File: config.mk
export PLATFORM = sky130hd
export DESIGN_NAME = dram_cmd_timer_flat
export DESIGN_NICKNAME = d
export VERILOG_FILES = /design/src/rtl/dram_cmd_timer_if.sv /design/src/rtl/dram_cmd_timer.sv /design/src/flat_wrapper.sv
export SDC_FILE = /design/constraint.sdc
export NUM_CORES = 1
export LEC_CHECK = 0
export BUFFER_PORTS_ARGS = -buffer_cell sky130_fd_sc_hd__buf_2
export CORE_AREA = 2 2 137 139
export CTS_BUF_LIST = sky130_fd_sc_hd__clkbuf_4 sky130_fd_sc_hd__clkbuf_8
export CTS_CLUSTER_DIAMETER = 200
export CTS_CLUSTER_SIZE = 30
export DETAILED_ROUTE_END_ITERATION = 8
export DIE_AREA = 0 0 139 141
export GPL_TIMING_DRIVEN = 0
export PLACE_DENSITY_LB_ADDON = 0.08
export SLEW_MARGIN = 40
export SYNTH_ARGS = -nofsm -noshare
export SYNTH_HDL_FRONTEND = slang
export SYNTH_SLANG_ARGS = --single-unit
File: constraint.sdc
create_clock -name clk -period 12.5 [get_ports clk]
set_clock_uncertainty 0.1 [all_clocks]
set_input_delay 1.875 -clock clk [delete_from_list [all_inputs] [get_ports clk]]
set_output_delay 1.875 -clock clk [all_outputs]
set_load 0.05 [all_outputs]
File: src/rtl/dram_cmd_timer_if.sv
// Command bus between the DRAM controller FSM and the device-side timer.
// The controller holds cmd_req until it sees the one-cycle cmd_ack.
interface dram_cmd_timer_if #(
  parameter int NUM_OF_BANKS = 8,
  parameter int NUM_OF_ROWS  = 128,
  parameter int NUM_OF_COLS  = 8
);
  logic                    cmd_req;
  logic [1:0]              cmd;
  logic [NUM_OF_BANKS-1:0] bank_sel;
  logic [NUM_OF_ROWS-1:0]  row_sel;
  logic [NUM_OF_COLS-1:0]  col_sel;
  logic                    cmd_ack;
  logic                    cmd_err;
  logic                    rd_strobe;
  logic                    wr_strobe;
  logic [NUM_OF_BANKS-1:0] bank_open;
  logic                    busy;

  modport master (
    output cmd_req, cmd, bank_sel, row_sel, col_sel,
    input  cmd_ack, cmd_err, rd_strobe, wr_strobe,
    input  bank_open, busy
  );

  modport slave (
    input  cmd_req, cmd, bank_sel, row_sel, col_sel,
    output cmd_ack, cmd_err, rd_strobe, wr_strobe,
    output bank_open, busy
  );
endinterface

File: src/rtl/dram_cmd_timer.sv
// DRAM command acceptor: tracks per-bank open rows and enforces
// ACT/RD/WR/PRE/REFRESH latencies before returning a one-cycle ack.
module dram_cmd_timer #(
  parameter int NUM_OF_BANKS = 8,
  parameter int NUM_OF_ROWS  = 128,
  parameter int NUM_OF_COLS  = 8,
  parameter int T_RCD        = 3,
  parameter int T_CAS        = 2,
  parameter int T_RP         = 3,
  parameter int T_RFC        = 8
) (
  input logic             clk,
  input logic             rst,
  dram_cmd_timer_if.slave bus
);
  localparam int BW = (NUM_OF_BANKS > 1) ? $clog2(NUM_OF_BANKS) : 1;
  localparam int RW = (NUM_OF_ROWS > 1) ? $clog2(NUM_OF_ROWS) : 1;
  localparam int TM1 = (T_RCD > T_CAS) ? T_RCD : T_CAS;
  localparam int TM2 = (T_RP > T_RFC) ? T_RP : T_RFC;
  localparam int TMAX = (TM1 > TM2) ? TM1 : TM2;
  localparam int CW = $clog2(TMAX + 1);

  localparam logic [1:0] C_ACT = 2'b00;
  localparam logic [1:0] C_RD  = 2'b01;
  localparam logic [1:0] C_WR  = 2'b10;
  localparam logic [1:0] C_PRE = 2'b11;

  typedef enum logic [2:0] {
    IDLE, DECODE, WAIT, ACK, DONE
  } state_e;

  state_e                  state_q, state_d;
  logic [CW-1:0]           cnt_q, cnt_d;
  logic [1:0]              cmd_q, cmd_d;
  logic [NUM_OF_BANKS-1:0] bsel_q, bsel_d;
  logic [NUM_OF_ROWS-1:0]  rsel_q, rsel_d;
  logic [NUM_OF_COLS-1:0]  csel_q, csel_d;
  logic [BW-1:0]           bidx_q, bidx_d;
  logic [RW-1:0]           ridx_q, ridx_d;
  logic                    bad_q, bad_d;
  logic [NUM_OF_BANKS-1:0] open_q, open_d;
  logic [RW-1:0]           rows_q [NUM_OF_BANKS];
  logic [RW-1:0]           rows_d [NUM_OF_BANKS];
  logic                    ack_q, ack_d;
  logic                    err_q, err_d;
  logic                    rd_q, rd_d;
  logic                    wr_q, wr_d;
  logic                    refresh;
  logic [CW-1:0]           ld;

  function automatic logic [BW-1:0] enc_bank(
    input logic [NUM_OF_BANKS-1:0] v
  );
    logic [BW-1:0] e;
    e = '0;
    for (int i = 0; i < NUM_OF_BANKS; i++)
      if (v[i]) e = BW'(i);
    return e;
  endfunction

  function automatic logic [RW-1:0] enc_row(
    input logic [NUM_OF_ROWS-1:0] v
  );
    logic [RW-1:0] e;
    e = '0;
    for (int i = 0; i < NUM_OF_ROWS; i++)
      if (v[i]) e = RW'(i);
    return e;
  endfunction

  assign refresh = (cmd_q == C_PRE) && (&bsel_q);

  always_comb begin
    state_d = state_q;
    cnt_d   = cnt_q;
    cmd_d   = cmd_q;
    bsel_d  = bsel_q;
    rsel_d  = rsel_q;
    csel_d  = csel_q;
    bidx_d  = bidx_q;
    ridx_d  = ridx_q;
    bad_d   = bad_q;
    open_d  = open_q;
    rows_d  = rows_q;
    ack_d   = 1'b0;
    err_d   = 1'b0;
    rd_d    = 1'b0;
    wr_d    = 1'b0;
    ld      = '0;
    unique case (state_q)
      IDLE: begin
        if (bus.cmd_req) begin
          cmd_d   = bus.cmd;
          bsel_d  = bus.bank_sel;
          rsel_d  = bus.row_sel;
          csel_d  = bus.col_sel;
          bidx_d  = enc_bank(bus.bank_sel);
          ridx_d  = enc_row(bus.row_sel);
          state_d = DECODE;
        end
      end
      DECODE: begin
        bad_d = 1'b0;
        if (refresh) begin
          ld = CW'(T_RFC - 1);
        end else if (!$onehot(bsel_q)) begin
          bad_d = 1'b1;
        end else begin
          unique case (cmd_q)
            C_ACT: begin
              bad_d = !$onehot(rsel_q) || open_q[bidx_q];
              ld    = CW'(T_RCD - 1);
            end
            C_RD, C_WR: begin
              bad_d = !$onehot(csel_q) || !open_q[bidx_q];
              ld    = CW'(T_CAS - 1);
            end
            default: ld = CW'(T_RP - 1);
          endcase
        end
        if (bad_d) begin
          state_d = ACK;
        end else begin
          cnt_d   = ld;
          state_d = WAIT;
        end
      end
      WAIT: begin
        if (cnt_q == '0) begin
          state_d = ACK;
          // Bank state commits as the command completes its timing window
          if (cmd_q == C_ACT) begin
            open_d[bidx_q] = 1'b1;
            rows_d[bidx_q] = ridx_q;
          end else if (refresh) begin
            open_d = '0;
          end else if (cmd_q == C_PRE) begin
            open_d[bidx_q] = 1'b0;
          end
        end else begin
          cnt_d = cnt_q - 1'b1;
        end
      end
      ACK: begin
        ack_d   = 1'b1;
        err_d   = bad_q;
        rd_d    = !bad_q && (cmd_q == C_RD);
        wr_d    = !bad_q && (cmd_q == C_WR);
        state_d = DONE;
      end
      DONE: begin
        if (!bus.cmd_req) state_d = IDLE;
      end
      default: state_d = IDLE;
    endcase
  end

  always_ff @(posedge clk or posedge rst) begin
    if (rst) begin
      state_q <= IDLE;
      cnt_q   <= '0;
      cmd_q   <= '0;
      bsel_q  <= '0;
      rsel_q  <= '0;
      csel_q  <= '0;
      bidx_q  <= '0;
      ridx_q  <= '0;
      bad_q   <= 1'b0;
      open_q  <= '0;
      rows_q  <= '{default: '0};
      ack_q   <= 1'b0;
      err_q   <= 1'b0;
      rd_q    <= 1'b0;
      wr_q    <= 1'b0;
    end else begin
      state_q <= state_d;
      cnt_q   <= cnt_d;
      cmd_q   <= cmd_d;
      bsel_q  <= bsel_d;
      rsel_q  <= rsel_d;
      csel_q  <= csel_d;
      bidx_q  <= bidx_d;
      ridx_q  <= ridx_d;
      bad_q   <= bad_d;
      open_q  <= open_d;
      rows_q  <= rows_d;
      ack_q   <= ack_d;
      err_q   <= err_d;
      rd_q    <= rd_d;
      wr_q    <= wr_d;
    end
  end

  assign bus.cmd_ack   = ack_q;
  assign bus.cmd_err   = err_q;
  assign bus.rd_strobe = rd_q;
  assign bus.wr_strobe = wr_q;
  assign bus.bank_open = open_q;
  assign bus.busy      = (state_q != IDLE);
endmodule
File: src/flat_wrapper.sv
// flat-port wrapper written by rule: the top's interface ports become plain ports
module dram_cmd_timer_flat 
#(
  parameter int NUM_OF_BANKS = 8,
  parameter int NUM_OF_ROWS  = 128,
  parameter int NUM_OF_COLS  = 8,
  parameter int T_RCD        = 3,
  parameter int T_CAS        = 2,
  parameter int T_RP         = 3,
  parameter int T_RFC        = 8
)
  (clk, rst, bus_cmd_req, bus_cmd, bus_bank_sel, bus_row_sel, bus_col_sel, bus_cmd_ack, bus_cmd_err, bus_rd_strobe, bus_wr_strobe, bus_bank_open, bus_busy);
  dram_cmd_timer_if #(.NUM_OF_BANKS(NUM_OF_BANKS), .NUM_OF_ROWS(NUM_OF_ROWS), .NUM_OF_COLS(NUM_OF_COLS)) bus_i ();
  input logic clk;
  input logic rst;
  input wire logic [$bits(bus_i.cmd_req)-1:0] bus_cmd_req;
  input wire logic [$bits(bus_i.cmd)-1:0] bus_cmd;
  input wire logic [$bits(bus_i.bank_sel)-1:0] bus_bank_sel;
  input wire logic [$bits(bus_i.row_sel)-1:0] bus_row_sel;
  input wire logic [$bits(bus_i.col_sel)-1:0] bus_col_sel;
  output wire logic [$bits(bus_i.cmd_ack)-1:0] bus_cmd_ack;
  output wire logic [$bits(bus_i.cmd_err)-1:0] bus_cmd_err;
  output wire logic [$bits(bus_i.rd_strobe)-1:0] bus_rd_strobe;
  output wire logic [$bits(bus_i.wr_strobe)-1:0] bus_wr_strobe;
  output wire logic [$bits(bus_i.bank_open)-1:0] bus_bank_open;
  output wire logic [$bits(bus_i.busy)-1:0] bus_busy;
  assign bus_i.cmd_req = bus_cmd_req;
  assign bus_i.cmd = bus_cmd;
  assign bus_i.bank_sel = bus_bank_sel;
  assign bus_i.row_sel = bus_row_sel;
  assign bus_i.col_sel = bus_col_sel;
  assign bus_cmd_ack = bus_i.cmd_ack;
  assign bus_cmd_err = bus_i.cmd_err;
  assign bus_rd_strobe = bus_i.rd_strobe;
  assign bus_wr_strobe = bus_i.wr_strobe;
  assign bus_bank_open = bus_i.bank_open;
  assign bus_busy = bus_i.busy;
  dram_cmd_timer #(.NUM_OF_BANKS(NUM_OF_BANKS), .NUM_OF_ROWS(NUM_OF_ROWS), .NUM_OF_COLS(NUM_OF_COLS), .T_RCD(T_RCD), .T_CAS(T_CAS), .T_RP(T_RP), .T_RFC(T_RFC)) u_core (.clk(clk), .rst(rst), .bus(bus_i));
endmodule
==> results of run 1 <==
## path summary, 6_finish.rpt
path,cells past startpoint,to,slack [ps]
max,21,u_core.cnt_q[1]$_DFFE_PP0P_,4500
min,1,u_core.bus.rd_strobe$_DFF_PP0_,400
min reg2reg,1,u_core.bus.rd_strobe$_DFF_PP0_,400
max in group asynchronous,3,u_core.bsel_q[6]$_DFFE_PP0P_,10330
max reg2reg,21,u_core.cnt_q[1]$_DFFE_PP0P_,4500
min in group asynchronous,2,u_core.rsel_q[120]$_DFFE_PP0P_,1290
## cells in the final DEF (no fill, tap or decap), drive strengths merged, types with 3 or more instances in the layout
master    synthesis  final
a21oi            20     20
a31oi             3      3
a41oi             3      3
buf               4    167
clkbuf           20     41
clkinvlp          0      4
dfrtp           169    169
fa              138    138
ha              101    101
inv             201    205
mux2            145    145
mux2i             4      4
nand2            16     16
nand2b            4      4
nand3             3      3
nor2             15     15
nor2b             3      3
nor3              4      4
nor3b             4      4
o21ai            13     13
o31ai             3      3
## synthesized netlist by cell type, types with 3 or more instances
master    number  share of area, %
buf_2          4              0.17
nor2b_1        3              0.16
dfrtp_1      169                37
o31ai_1        3              0.20
nor3_1         4              0.17
nand2_1       16              0.52
a21oi_1       20              0.87
ha_1         101                11
mux2i_1        4              0.35
nand3_1        3              0.13
clkbuf_1      20              0.65
o21ai_0       13              0.56
fa_1         138                24
inv_1        201               6.5
a41oi_1        3              0.23
nand2b_1       4              0.22
nor2_1        15              0.49
mux2_2       145                14
nor3b_1        4              0.26
a31oi_1        3              0.16
## kinds of logic after synthesis
family	synth area share [%]
buf+inv	7.36
compound gates	3.20
flops	36.7
mux	14.9
fa+ha+maj	34.9
xor+xnor	0.152
simple gates	2.85
## per-layer routing
layer / GRT usage, % / routed length (microns)
met2: 38.1 / 10300
met5: 0 / 0
met1: 32.0 / 9510
met4: 6.75 / 327
met3: 4.38 / 848
## sequential cells by signal (all words and copies together) (netlist names)
name	flops
u_core.bus.wr_strobe	1
u_core.bus.bank_open	8
u_core.csel_q	8
u_core.bus.rd_strobe	1
u_core.bad_q	1
u_core.bidx_q	3
u_core.state_q	3
u_core.bus.cmd_ack	1
u_core.cmd_q	2
u_core.cnt_q	4
u_core.bus.cmd_err	1
u_core.rsel_q	128
u_core.bsel_q	8
## worst max-delay path: cells and delay by family, from the launching register on
kind | cells | cell delay [ps]
flops | 1 | 410
simple gates | 2 | 420
mux | 1 | 370
buf+inv | 3 | 180
fa+ha+maj | 12 | 5590
compound gates | 3 | 820
## cell type report
class	count	area, sq um
antenna	1	2.50
buffer	24	95.1
clock buffer	21	277
clock inverter	11	113
fill	1353	5170
inverter	201	762
multi-input combinational	513	6460
sequential	169	4230
tap	234	293
timing repair buffer	163	861
## stage by stage
step / std cells / setup slack (ps) / area, sq um / hold WS (ps)
final: 1337 / 4500 / 13100 / 397
after global routing: 1336 / 4160 / 13100 / 433
after CTS: 1336 / 4470 / 13100 / 394
after detailed placement: 1304 / 4510 / 12700 / 376
after global placement: 1302 / 3970 / 12600 / 384
after floorplan: 907 / 5000 / 11500 / 346
==> flow_summary_export.csv, run 1 <==
group,metric,value,unit
outcome,status,"finished, final reports clean",
worst_hold_path,hold_class,"reg2reg",
grt,grt_max_degree,74,
clock_tree,root_buffer,"clkbuf_8",
floorplanning,die_area,0.0196,sq mm
worst_setup_path,path_class,"reg2reg",
clock_tree,hold_buffers,0,
worst_setup_path,arrival,8260,ps
sta,fin_crit_sh,64.0,%
run,cap_viol_max_count,0,
worst_setup_path,startpoint_type,"register",
grt,grt_pass1_vias,7245,
sta,period_needed,8000,ps
finish,fin_util,71.7,%
synthesis,yosysUniqueCellTypes,45,
synthesis,synth-seq-cells,169,
worst_setup_path,rr_startpoint,"u_core.rsel_q[120]$_DFFE_PP0P_",
synthesis,synth_edf_count,0,
floorplanning,io_pins,162,
sta,hold_viol,0,
routing,vias,6831,
routing,wl_per_cell,15.7,microns
routing,viasPerCell,5.11,
grt,grt_pass1_wl,35500,microns
sta,finalMaxSlewViolations,0,
sta,fin_tns_setup,0,ps
worst_setup_path,cpMostUsedCell,"fa_1",
sta,fmax,0.125,GHz
floorplanning,start_util,63.2,%
clock_tree,cts_buffers,17,
clock_tree,worst_skew_pair.late_latency,470,ps
floorplanning,core,0.0183,sq mm
routing,drc,0,
routing,routed_wl,21000,microns
finish,syn2layout_area_growth,13.5,%
floorplanning,rows,50,
worst_setup_path,crit_path_start,"u_core.rsel_q[120]$_DFFE_PP0P_",
sta,slew_headroom,51.5,%
routing,postRouteAntennaNets,0,
routing,drtIter0Drc,250,
clock_tree,cts-htree-levels,4,
grt,grtUsageTotal,23.2,%
clock_tree,clock_sinks,169,
synthesis,yosysSeqAreaShare,36.7,%
clock_tree,path_clk_slew,100,ps
finish,drive_gt1_share,31.9,%
worst_setup_path,crit_fanout,3,
worst_setup_path,end_kind,"register",
grt,antenna_found_initial,2,
routing,dr.pass1.iters,4,
placed_design,port_buffers,161,
clock_tree,cts_resized,0,
synthesis,postSynthCellCount,907,
sta,setup_viol,0,
worst_setup_path,path_cells,"ha_1 -> fa_1 -> inv_1 -> fa_1 -> fa_1 -> fa_1 -> fa_1 -> fa_1 -> fa_1 -> fa_1 -> fa_1 -> inv_1 -> ha_1 -> inv_1 -> fa_1 -> nand3b_1 -> a221oi_1 -> o2111ai_1 -> o311a_1 -> nor3_1 -> mux2_2",
grt,overflow,0,
clock_tree,cts_setup_buffers,0,
synthesis,ys_dominant_reg_cell,"dfrtp_1",
floorplanning,die_h,141,microns
worst_setup_path,cpPeakStageDelay,570,ps
clock_tree,tritoncts,"done",
finish,final_nets,1477,
worst_setup_path,cp_slowest_cell,"fa_1",
clock_tree,clk_path_buf_depth,2,
placed_design,gp_congestion,0.864,
synthesis,async_reset_ff_share,100,%
sta,rsz0062_at_grt,"false",
floorplanning,die_width,139,microns
synthesis,synth_fp_nets,1295,
worst_hold_path,worstHoldStart,"u_core.bad_q$_DFFE_PP0P_",
synthesis,synth_warnings,0,
synthesis,syn_avg_cell_area,12.7,sq um
synthesis,syn-cell-area,0.0115,sq mm
placed_design,dpl.hpwl,17200,microns
worst_setup_path,crit_required,12760,ps
sta,worstMarginPinSlew,727,ps
Power of run 1 is left out: the tool's default activity adds up to more than one toggle a clock period on the data nets, which glitch-free logic cannot reach.
==> run 2: changes to the inputs <==
- CORE_AREA: 2 2 137 139 -> 2 2 142 144
- DIE_AREA: 0 0 139 141 -> 0 0 144 146
- clock period: 12.5 -> 7.8 ns (I/O delays scaled with it)
==> flow_summary_export.csv, run 2 (same netlist as run 1, synthesis figures left out) <==
group,metric,value,unit
sta,worstMarginPinSlew,800,ps
floorplanning,start_util,59.7,%
worst_setup_path,arrival,7920,ps
floorplanning,die_width,144,microns
routing,routed_wl,21500,microns
run,cap_viol_max_count,0,
clock_tree,worst_skew_pair.late_latency,460,ps
floorplanning,core,0.0193,sq mm
floorplanning,rows,51,
clock_tree,clock_sinks,169,
sta,setup_viol,0,
routing,postRouteAntennaNets,0,
floorplanning,io_pins,162,
clock_tree,root_buffer,"clkbuf_8",
worst_setup_path,cpMostUsedCell,"fa_1",
clock_tree,tritoncts,"done",
sta,fmax,0.131,GHz
placed_design,dpl.hpwl,17700,microns
floorplanning,die_h,146,microns
grt,overflow,0,
clock_tree,hold_buffers,0,
routing,drc,0,
routing,drtIter0Drc,185,
finish,final_common_cell,"inv_1",
sta,slew_headroom,46.6,%
finish,largest-register,"u_core.rsel_q",
worst_setup_path,crit_required,8070,ps
sta,fin_crit_sh,98.1,%
worst_hold_path,worstHoldStart,"u_core.bad_q$_DFFE_PP0P_",
sta,finalMaxSlewViolations,0,
placed_design,place_inst,1336,
worst_setup_path,rr_startpoint,"u_core.rsel_q[115]$_DFFE_PP0P_",
routing,vias,6982,
worst_hold_path,hold_class,"reg2reg",
worst_setup_path,crit_fanout,3,
worst_setup_path,cp_num_buf_inv,3,
worst_setup_path,cpPeakStageDelay,610,ps
placed_design,dpl_cell_area,0.0128,sq mm
worst_setup_path,crit_path_start,"u_core.rsel_q[115]$_DFFE_PP0P_",
grt,grt_max_degree,48,
worst_setup_path,end_kind,"register",
sta,rsz0062_at_grt,"true",
finish,filler_cell_count,1489,
sta,fin_tns_setup,0,ps
clock_tree,clk_path_buf_depth,2,
routing,dr.pass1.iters,4,
clock_tree,cts_buffers,17,
grt,grt_pass1_wl,36700,microns
finish,final_nets,1481,
routing,viasPerCell,5.09,
worst_setup_path,path_cells,"ha_4 -> fa_1 -> inv_1 -> fa_1 -> fa_1 -> fa_2 -> fa_1 -> fa_1 -> fa_1 -> fa_1 -> fa_1 -> inv_1 -> ha_2 -> inv_2 -> fa_1 -> nand3b_1 -> a221oi_2 -> o2111ai_2 -> o311a_4 -> o41a_1 -> a31o_1",
worst_setup_path,path_class,"reg2reg",
finish,stdcell_count,1371,
grt,grt_pass1_vias,7726,
clock_tree,path_clk_slew,100,ps
finish,antenna-diode-count,0,
sta,hold_viol,0,
clock_tree,cts-htree-levels,4,
finish,fin_util,68.7,%
finish,final_cell_mix,"inv_1 (193), dfrtp_1 (169), buf_2 (165), mux2_2 (144), fa_1 (128)",
worst_setup_path,startpoint_type,"register",
placed_design,port_buffers,161,
routing,wl_per_cell,15.7,microns
finish,design_area,0.0133,sq mm
outcome,status,"finished, final reports clean",
sta,period_needed,7650,ps
worst_setup_path,cp_slowest_cell,"fa_1",
grt,grtUsageTotal,22.4,%
worst_setup_path,critical-path-top-delay-family,"adder cells",
finish,syn2layout_area_growth,15.2,%
placed_design,gp_congestion,0.846,
floorplanning,die_area,0.0210,sq mm
finish,largest_reg_flops,128,
grt,antenna_found_initial,1,
finish,drive_gt1_share,34.4,%
==> run 2: changes by cell type in the layout (fill, tap and decap cells not counted), sizes merged <==
cell,delta
clkbuf,-3
clkinvlp,-2
inv,+5
buf,+4
diode,-1
==> run 2: worst register-to-register path: cells and delay by family (launching register included) <==
family | cells | cell delay [ps]
adder cells (fa/ha/maj) | 12 | 5440
AO/OA/AOI/OAI | 5 | 1310
flip-flops | 1 | 430
buffers and inverters | 3 | 170
AND/OR/NAND/NOR | 1 | 110
==> run 2: worst paths after layout <==
path                                                       end  slack, ps  cells past startpoint
min in group asynchronous         u_core.bus.cmd_ack$_DFF_PP0_        570                      2
worst min register to register  u_core.bus.rd_strobe$_DFF_PP0_        390                      1
worst max register to register     u_core.cnt_q[0]$_DFFE_PP0P_        150                     21
worst max-delay path               u_core.cnt_q[0]$_DFFE_PP0P_        150                     21
max in group asynchronous        u_core.rsel_q[36]$_DFFE_PP0P_       6210                      4
worst min-delay path            u_core.bus.rd_strobe$_DFF_PP0_        390                      1
==> run 2: area by class of cell <==
cell class                 count  area [sq um]  share of cell area [%]
buffer                        24          95.1                   0.716
clock buffer                  18           248                    1.86
clock inverter                14           153                    1.15
inverter                     201           762                    5.73
multi-input combinational    513          6560                    49.4
sequential                   169          4230                    31.8
tap                          265           332                    2.50
timing repair buffer         167           911                    6.86
==> run 2: routing by layer <==
metal  vias up  track usage (%)  part of all wire [%]
li1       3288                -                     -
met3        25             4.80                   5.0
met4         0             5.93                   1.3
met2       152             36.4                    49
met1      3517             30.9                    45
met5         -                0                     0
==> run 2: timing repair <==
action	4_1_cts	5_1_grt
resized for setup	1	27
endpoints found under the setup margin	3	6
pin swaps	11	32
setup buffers	0	3
==> run 2: through the flow <==
stage	worst slack, ps	hold WS [ps]
after CTS	9.47	391
final	148	387
after global placement	-164	376
after detailed placement	-187	376
after floorplan	298	346
after global routing	-154	401
Power of run 2 is left out for the same reason.
